### config.mk
export PLATFORM = sky130hd
export DESIGN_NAME = dram_wb_arbiter_flat
export DESIGN_NICKNAME = d
export VERILOG_FILES = /design/src/rtl/dram_arb_pkg.sv /design/src/rtl/dram_wb_arbiter_if.sv /design/src/rtl/dram_arb_watchdog.sv /design/src/rtl/dram_wb_arbiter.sv /design/src/flat_wrapper.sv
export SDC_FILE = /design/constraint.sdc
export NUM_CORES = 1
export LEC_CHECK = 0
export CAP_MARGIN = 40
export CORE_AREA = 3 3 112 114
export CTS_CLUSTER_DIAMETER = 60
export CTS_CLUSTER_SIZE = 40
export DETAILED_ROUTE_END_ITERATION = 8
export DIE_AREA = 0 0 115 117
export PLACE_DENSITY_LB_ADDON = 0.3
export SYNTH_ARGS = -nofsm -noshare
export SYNTH_HDL_FRONTEND = slang
export SYNTH_SLANG_ARGS = --single-unit
export TNS_END_PERCENT = 20
### constraint.sdc
create_clock -name wb_clk_i -period 3.3 [get_ports wb_clk_i]
set_input_delay 0.33 -clock wb_clk_i [delete_from_list [all_inputs] [get_ports wb_clk_i]]
set_output_delay 0.33 -clock wb_clk_i [all_outputs]
set_load 0.03 [all_outputs]
### src/rtl/dram_arb_pkg.sv
// rtl/dram_arb_pkg.sv - shared constants for the SDRAM port arbiter
package dram_arb_pkg;

    typedef logic [1:0] arb_state_t;

    localparam arb_state_t ST_IDLE  = 2'd0;
    localparam arb_state_t ST_CPU   = 2'd1;
    localparam arb_state_t ST_DMA   = 2'd2;
    localparam arb_state_t ST_DRAIN = 2'd3;

    localparam logic OWN_CPU = 1'b0;
    localparam logic OWN_DMA = 1'b1;

    localparam int DEFAULT_TIMEOUT = 255;

endpackage

### src/rtl/dram_wb_arbiter_if.sv
// rtl/dram_wb_arbiter_if.sv - CPU, DMA and SDRAM Wishbone signals around the arbiter
interface dram_wb_arbiter_if #(
    parameter int ADDR_W = 32,
    parameter int DATA_W = 32
);
    logic              m0_cyc_i, m0_stb_i, m0_we_i;
    logic [3:0]        m0_sel_i;
    logic [ADDR_W-1:0] m0_adr_i;
    logic [DATA_W-1:0] m0_dat_i;
    logic              m0_ack_o, m0_err_o;
    logic [DATA_W-1:0] m0_dat_o;

    logic              m1_cyc_i, m1_stb_i, m1_we_i;
    logic [ADDR_W-1:0] m1_adr_i;
    logic [1:0]        m1_fun_sel_i;
    logic              m1_ack_o, m1_err_o, m1_burst_en_o;
    logic [DATA_W-1:0] m1_dat_o;

    logic              s_cyc_o, s_stb_o, s_we_o;
    logic [3:0]        s_sel_o;
    logic [ADDR_W-1:0] s_adr_o;
    logic [DATA_W-1:0] s_dat_o;
    logic [1:0]        s_fun_sel_o;
    logic              s_ack_i, s_burst_en_i;
    logic [DATA_W-1:0] s_dat_i;

    logic [1:0]        grant_o;

    // The arbiter is the slave both masters target
    modport slave (
        input  m0_cyc_i, m0_stb_i, m0_we_i, m0_sel_i, m0_adr_i, m0_dat_i,
        output m0_ack_o, m0_err_o, m0_dat_o,
        input  m1_cyc_i, m1_stb_i, m1_we_i, m1_adr_i, m1_fun_sel_i,
        output m1_ack_o, m1_err_o, m1_burst_en_o, m1_dat_o,
        output s_cyc_o, s_stb_o, s_we_o, s_sel_o, s_adr_o, s_dat_o, s_fun_sel_o,
        input  s_ack_i, s_burst_en_i, s_dat_i,
        output grant_o
    );

    modport master (
        output m0_cyc_i, m0_stb_i, m0_we_i, m0_sel_i, m0_adr_i, m0_dat_i,
        input  m0_ack_o, m0_err_o, m0_dat_o,
        output m1_cyc_i, m1_stb_i, m1_we_i, m1_adr_i, m1_fun_sel_i,
        input  m1_ack_o, m1_err_o, m1_burst_en_o, m1_dat_o,
        input  s_cyc_o, s_stb_o, s_we_o, s_sel_o, s_adr_o, s_dat_o, s_fun_sel_o,
        output s_ack_i, s_burst_en_i, s_dat_i,
        input  grant_o
    );

endinterface

### src/rtl/dram_arb_watchdog.sv
// rtl/dram_arb_watchdog.sv - saturating stall counter that flags a slave that never acks
module dram_arb_watchdog #(
    parameter int TIMEOUT = 255
) (
    input  logic clk,
    input  logic rst,
    input  logic clr,
    input  logic en,
    output logic expire
);
    localparam int              CW    = $clog2(TIMEOUT + 1);
    localparam logic [CW-1:0]   LIMIT = CW'(TIMEOUT);

    logic [CW-1:0] cnt;

    always_ff @(posedge clk) begin
        if (rst || clr) begin
            cnt <= '0;
        end else if (en && cnt != LIMIT) begin
            cnt <= cnt + CW'(1);
        end
    end

    assign expire = en & (cnt == LIMIT);

endmodule

### src/rtl/dram_wb_arbiter.sv
// rtl/dram_wb_arbiter.sv - round-robin CPU/DMA arbiter in front of the single SDRAM controller port
module dram_wb_arbiter
    import dram_arb_pkg::*;
#(
    parameter int TIMEOUT = DEFAULT_TIMEOUT
) (
    input  logic             wb_clk_i,
    input  logic             wb_rst_i,
    dram_wb_arbiter_if.slave bus
);
    arb_state_t state, state_nxt, st;
    logic       last_r, last_nxt;
    logic       m0_req, m1_req, stb_mux, expire, wd_clr;

    // Outputs decode from st so a reset blanks them in the cycle it is asserted
    assign st      = wb_rst_i ? ST_IDLE : state;
    assign m0_req  = bus.m0_cyc_i & bus.m0_stb_i;
    assign m1_req  = bus.m1_cyc_i & bus.m1_stb_i;
    assign stb_mux = (st == ST_CPU) ? bus.m0_stb_i :
                     (st == ST_DMA) ? bus.m1_stb_i : 1'b0;

    always_comb begin
        state_nxt = state;
        last_nxt  = last_r;
        case (state)
            ST_IDLE: begin
                if (m0_req && (!m1_req || last_r == OWN_DMA)) begin
                    state_nxt = ST_CPU;
                    last_nxt  = OWN_CPU;
                end else if (m1_req) begin
                    state_nxt = ST_DMA;
                    last_nxt  = OWN_DMA;
                end
            end
            ST_CPU: begin
                if (bus.s_ack_i || expire || !bus.m0_cyc_i) state_nxt = ST_IDLE;
            end
            ST_DMA: begin
                // An abort beats a pending burst: the data is untrustworthy
                if (expire)              state_nxt = ST_IDLE;
                else if (!bus.m1_cyc_i)  state_nxt = bus.s_burst_en_i ? ST_DRAIN : ST_IDLE;
            end
            default: begin
                if (!bus.s_burst_en_i) state_nxt = ST_IDLE;
            end
        endcase
    end

    always_ff @(posedge wb_clk_i) begin
        if (wb_rst_i) begin
            state  <= ST_IDLE;
            last_r <= OWN_DMA;
        end else begin
            state  <= state_nxt;
            last_r <= last_nxt;
        end
    end

    assign wd_clr = bus.s_ack_i | (state_nxt != state) | (st != ST_CPU && st != ST_DMA);

    dram_arb_watchdog #(.TIMEOUT(TIMEOUT)) u_watchdog (
        .clk    (wb_clk_i),
        .rst    (wb_rst_i),
        .clr    (wd_clr),
        .en     (stb_mux & ~bus.s_ack_i),
        .expire (expire)
    );

    always_comb begin
        bus.s_cyc_o       = 1'b0;
        bus.s_stb_o       = stb_mux;
        bus.s_we_o        = 1'b0;
        bus.s_sel_o       = 4'h0;
        bus.s_adr_o       = '0;
        bus.s_dat_o       = '0;
        bus.s_fun_sel_o   = 2'b00;
        bus.m0_ack_o      = 1'b0;
        bus.m0_err_o      = 1'b0;
        bus.m0_dat_o      = '0;
        bus.m1_ack_o      = 1'b0;
        bus.m1_err_o      = 1'b0;
        bus.m1_burst_en_o = 1'b0;
        bus.m1_dat_o      = '0;
        bus.grant_o       = 2'b00;
        case (st)
            ST_CPU: begin
                bus.s_cyc_o  = bus.m0_cyc_i;
                bus.s_we_o   = bus.m0_we_i;
                bus.s_sel_o  = bus.m0_sel_i;
                bus.s_adr_o  = bus.m0_adr_i;
                bus.s_dat_o  = bus.m0_dat_i;
                bus.m0_ack_o = bus.s_ack_i;
                bus.m0_err_o = expire;
                bus.m0_dat_o = bus.s_dat_i;
                bus.grant_o  = 2'b01;
            end
            ST_DMA: begin
                bus.s_cyc_o       = bus.m1_cyc_i;
                bus.s_we_o        = bus.m1_we_i;
                bus.s_sel_o       = 4'hF;
                bus.s_adr_o       = bus.m1_adr_i;
                bus.s_fun_sel_o   = bus.m1_fun_sel_i;
                bus.m1_ack_o      = bus.s_ack_i;
                bus.m1_err_o      = expire;
                bus.m1_burst_en_o = bus.s_burst_en_i;
                bus.m1_dat_o      = bus.s_dat_i;
                bus.grant_o       = 2'b10;
            end
            ST_DRAIN: begin
                bus.m1_burst_en_o = bus.s_burst_en_i;
                bus.m1_dat_o      = bus.s_dat_i;
                bus.grant_o       = 2'b10;
            end
            default: ;
        endcase
    end

endmodule

### src/flat_wrapper.sv
// flat-port wrapper written by rule: the top's interface ports become plain ports
module dram_wb_arbiter_flat import dram_arb_pkg::*;
#(
    parameter int TIMEOUT = DEFAULT_TIMEOUT
)
  (wb_clk_i, wb_rst_i, bus_m0_cyc_i, bus_m0_stb_i, bus_m0_we_i, bus_m0_sel_i, bus_m0_adr_i, bus_m0_dat_i, bus_m0_ack_o, bus_m0_err_o, bus_m0_dat_o, bus_m1_cyc_i, bus_m1_stb_i, bus_m1_we_i, bus_m1_adr_i, bus_m1_fun_sel_i, bus_m1_ack_o, bus_m1_err_o, bus_m1_burst_en_o, bus_m1_dat_o, bus_s_cyc_o, bus_s_stb_o, bus_s_we_o, bus_s_sel_o, bus_s_adr_o, bus_s_dat_o, bus_s_fun_sel_o, bus_s_ack_i, bus_s_burst_en_i, bus_s_dat_i, bus_grant_o);
  dram_wb_arbiter_if bus_i ();
  input  logic wb_clk_i;
  input  logic wb_rst_i;
  input wire logic [$bits(bus_i.m0_cyc_i)-1:0] bus_m0_cyc_i;
  input wire logic [$bits(bus_i.m0_stb_i)-1:0] bus_m0_stb_i;
  input wire logic [$bits(bus_i.m0_we_i)-1:0] bus_m0_we_i;
  input wire logic [$bits(bus_i.m0_sel_i)-1:0] bus_m0_sel_i;
  input wire logic [$bits(bus_i.m0_adr_i)-1:0] bus_m0_adr_i;
  input wire logic [$bits(bus_i.m0_dat_i)-1:0] bus_m0_dat_i;
  output wire logic [$bits(bus_i.m0_ack_o)-1:0] bus_m0_ack_o;
  output wire logic [$bits(bus_i.m0_err_o)-1:0] bus_m0_err_o;
  output wire logic [$bits(bus_i.m0_dat_o)-1:0] bus_m0_dat_o;
  input wire logic [$bits(bus_i.m1_cyc_i)-1:0] bus_m1_cyc_i;
  input wire logic [$bits(bus_i.m1_stb_i)-1:0] bus_m1_stb_i;
  input wire logic [$bits(bus_i.m1_we_i)-1:0] bus_m1_we_i;
  input wire logic [$bits(bus_i.m1_adr_i)-1:0] bus_m1_adr_i;
  input wire logic [$bits(bus_i.m1_fun_sel_i)-1:0] bus_m1_fun_sel_i;
  output wire logic [$bits(bus_i.m1_ack_o)-1:0] bus_m1_ack_o;
  output wire logic [$bits(bus_i.m1_err_o)-1:0] bus_m1_err_o;
  output wire logic [$bits(bus_i.m1_burst_en_o)-1:0] bus_m1_burst_en_o;
  output wire logic [$bits(bus_i.m1_dat_o)-1:0] bus_m1_dat_o;
  output wire logic [$bits(bus_i.s_cyc_o)-1:0] bus_s_cyc_o;
  output wire logic [$bits(bus_i.s_stb_o)-1:0] bus_s_stb_o;
  output wire logic [$bits(bus_i.s_we_o)-1:0] bus_s_we_o;
  output wire logic [$bits(bus_i.s_sel_o)-1:0] bus_s_sel_o;
  output wire logic [$bits(bus_i.s_adr_o)-1:0] bus_s_adr_o;
  output wire logic [$bits(bus_i.s_dat_o)-1:0] bus_s_dat_o;
  output wire logic [$bits(bus_i.s_fun_sel_o)-1:0] bus_s_fun_sel_o;
  input wire logic [$bits(bus_i.s_ack_i)-1:0] bus_s_ack_i;
  input wire logic [$bits(bus_i.s_burst_en_i)-1:0] bus_s_burst_en_i;
  input wire logic [$bits(bus_i.s_dat_i)-1:0] bus_s_dat_i;
  output wire logic [$bits(bus_i.grant_o)-1:0] bus_grant_o;
  assign bus_i.m0_cyc_i = bus_m0_cyc_i;
  assign bus_i.m0_stb_i = bus_m0_stb_i;
  assign bus_i.m0_we_i = bus_m0_we_i;
  assign bus_i.m0_sel_i = bus_m0_sel_i;
  assign bus_i.m0_adr_i = bus_m0_adr_i;
  assign bus_i.m0_dat_i = bus_m0_dat_i;
  assign bus_m0_ack_o = bus_i.m0_ack_o;
  assign bus_m0_err_o = bus_i.m0_err_o;
  assign bus_m0_dat_o = bus_i.m0_dat_o;
  assign bus_i.m1_cyc_i = bus_m1_cyc_i;
  assign bus_i.m1_stb_i = bus_m1_stb_i;
  assign bus_i.m1_we_i = bus_m1_we_i;
  assign bus_i.m1_adr_i = bus_m1_adr_i;
  assign bus_i.m1_fun_sel_i = bus_m1_fun_sel_i;
  assign bus_m1_ack_o = bus_i.m1_ack_o;
  assign bus_m1_err_o = bus_i.m1_err_o;
  assign bus_m1_burst_en_o = bus_i.m1_burst_en_o;
  assign bus_m1_dat_o = bus_i.m1_dat_o;
  assign bus_s_cyc_o = bus_i.s_cyc_o;
  assign bus_s_stb_o = bus_i.s_stb_o;
  assign bus_s_we_o = bus_i.s_we_o;
  assign bus_s_sel_o = bus_i.s_sel_o;
  assign bus_s_adr_o = bus_i.s_adr_o;
  assign bus_s_dat_o = bus_i.s_dat_o;
  assign bus_s_fun_sel_o = bus_i.s_fun_sel_o;
  assign bus_i.s_ack_i = bus_s_ack_i;
  assign bus_i.s_burst_en_i = bus_s_burst_en_i;
  assign bus_i.s_dat_i = bus_s_dat_i;
  assign bus_grant_o = bus_i.grant_o;
  dram_wb_arbiter #(.TIMEOUT(TIMEOUT)) u_core (.wb_clk_i(wb_clk_i), .wb_rst_i(wb_rst_i), .bus(bus_i));
endmodule
==> metrics.yaml <==
io_pins: 288
tns_ns: 0
tightest_slew_ns: 0.649
h-tree-depth: 1
fmax_mhz: 347
final_layout_size_suffix_gt1_share_pct: 12.9
portBuffers: 287
worstPathMaxFanout: 70
min_path_type: "reg2reg"
dr.first_iter.drc_count: 130
clock_latency_ns: 0.24
critical-path-max-stage-delay_ns: 0.71
clk_pin_slew_ns: 0.04
fin_crit_sh_pct: 87.3
grt_pass1_wl_um: 17600
cpMostUsedCell: "clkdlybuf4s50_1"
crit_arrival_ns: 2.55
synth_area_leaders: "and2_1 (32%), a22oi_1 (13%), dfxtp_1 (11%)"
p_per_area_nw_per_um2: 153
coreArea_um2: 11500
fin_skew_ns: 0.00295
cp-end-kind: "output pin"
worstPathCellList: "clkdlybuf4s50_1 -> nand2b_1 -> inv_1 -> ha_2 -> buf_12 -> and2_1 -> clkdlybuf4s50_1"
netlist.area_leader.share_pct: 32.0
post-route-min-period_ns: 2.88
die_w_um: 115
start_util_pct: 17.5
synth-edff-count: 0
hpwl_um: 10300
post_cts_buffers: 0
fill_cells: 1175
yosys-top-cells-count: "and2_1 (103), nor2_1 (42), a22oi_1 (34)"
setup_viol: 0
power_w: 0.000760
dp_slack_ns: 0.399
antenna_found_initial: 0
async_reset_ff_share_pct: 0
netlist_area_um2: 2020
cts.sinks: 11
crit_type: "in2out"
synth_area_leader_cell: "and2_1"
synth_cell_types: 44
setup_slack_ns: 0.420
routedWlPerCell_um: 17.2
cts_hold_buf: 0
rsz0062_at_grt: "false"
synth.most_common_cell: "and2_1"
grt_max_degree: 71
remaining_drc_errors: 0
status: "finished, final reports clean"
slew_headroom_pct: 56.1
nets: 716
ys_warn_count: 0
grt-ovfl-total: 0
routed-via-count: 3166
cts_tree: "done"
syn2layout_area_growth_pct: 147
yosysSeqAreaShare_pct: 10.9
drv_slew: 0
cts_buffers: 3
die_y_um: 117
slowest_stage: "clkdlybuf4s50_1"
avgViaCountPerCell: 4.46
finalHoldViolCount: 0
post_synth_inst_count: 298
cp-start-kind: "primary input"
ir_drop_mv: 0.233
gp_congestion: 0.842
grtUsageTotal_pct: 16.4
clk_path_buf_depth: 2
die_area_um2: 13500
drtPass1Iterations: 4
wl_um: 12200
synthesis.nets: 446
postRouteAntennaNets: 0
cts_resized: 0
p_leak_nw: 1.83
grt_pass1_vias: 3027
syn_avg_cell_area_um2: 6.76
root_buffer: "clkbuf_16"
drv_cap: 0
rows: 39
antennaDiodeCount: 0
synth_flop_cell: "dfxtp_1"
synth-seq-cells: 11
required_ns: 2.97
## layer usage
| metal | track usage, % | routed length [µm] |
|---|---|---|
| met1 | 19.3 | 4720 |
| met2 | 31.7 | 6570 |
| met5 | 0 | 0 |
| met3 | 2.57 | 797 |
| met4 | 2.27 | 118 |
## layout by cell type, fill, tap and decap left out, types with 4 or more instances in the layout
| cell | count |
|---|---|
| o21ai_0 | 4 |
| and2_1 | 103 |
| a22oi_1 | 34 |
| nor4_1 | 5 |
| clkdlybuf4s50_1 | 236 |
| nand2_1 | 7 |
| nand3_1 | 7 |
| buf_4 | 53 |
| nor2_1 | 42 |
| a211oi_1 | 6 |
| dfxtp_1 | 11 |
| inv_1 | 5 |
| a21oi_1 | 9 |
## worst max-delay path: cells and delay by family
family / cells / cell delay, ns
buffers and inverters: 4 / 1.56
adders and majority gates: 1 / 0.24
and+or+nand+nor: 2 / 0.38
## registers in the layout, summed over array words and instances (netlist names)
signal / count
u_core.state: 2
u_core.last_r: 1
u_core.u_watchdog.cnt: 8
## through the flow
stage	instances	hold WS, ns	util (%)	instance area [µm²]
final	710	0.521	43.2	4980
after global routing	710	0.551	43.2	4980
after CTS	710	0.521	43.2	4980
after detailed placement	706	0.511	42.5	4900
after global placement	706	0.495	42.5	4900
after floorplan	298	0.399	-	2020
## area by class of cell
cell class / count / area [µm²] / share of cell area (%)
flip-flops and latches: 11 / 220 / 4.42
clock buffers: 4 / 78.8 / 1.58
inverters: 5 / 18.8 / 0.377
multi-input cells: 255 / 1660 / 33.4
repair buffers: 292 / 2820 / 56.6
well taps: 143 / 179 / 3.59
## power breakdown
part | internal [W] | switching, W | total (W)
Sequential | 0.000136 | 0.00000467 | 0.000141
Clock | 0.000162 | 0.0000590 | 0.000221
Combinational | 0.000232 | 0.000166 | 0.000398
Total | 0.000530 | 0.000229 | 0.000760
## final timing paths
| kind | from | end | slack (ns) | depth (start not counted) |
|---|---|---|---|---|
| worst min-delay path | u_core.u_watchdog.cnt[1] | u_core.u_watchdog.cnt[1] | 0.52 | 2 |
| worst max-delay path | wb_rst_i | bus_s_dat_o[28] | 0.42 | 7 |
| worst min register to register | u_core.u_watchdog.cnt[1] | u_core.u_watchdog.cnt[1] | 0.52 | 2 |
| worst max register to register | u_core.state[1] | u_core.u_watchdog.cnt[6] | 0.87 | 7 |
## kinds of logic (layout without fill, tap and decap cells)
group,Yosys count,in the layout,share of synthesized area [%]
and+or+nand+nor,183,183,53.1
AOI/OAI and AO/OA,68,68,26.6
adders and majority gates,4,4,2.48
DFF,11,11,10.9
buffers and inverters,32,301,6.89
(Power assumes the default switching activity.)
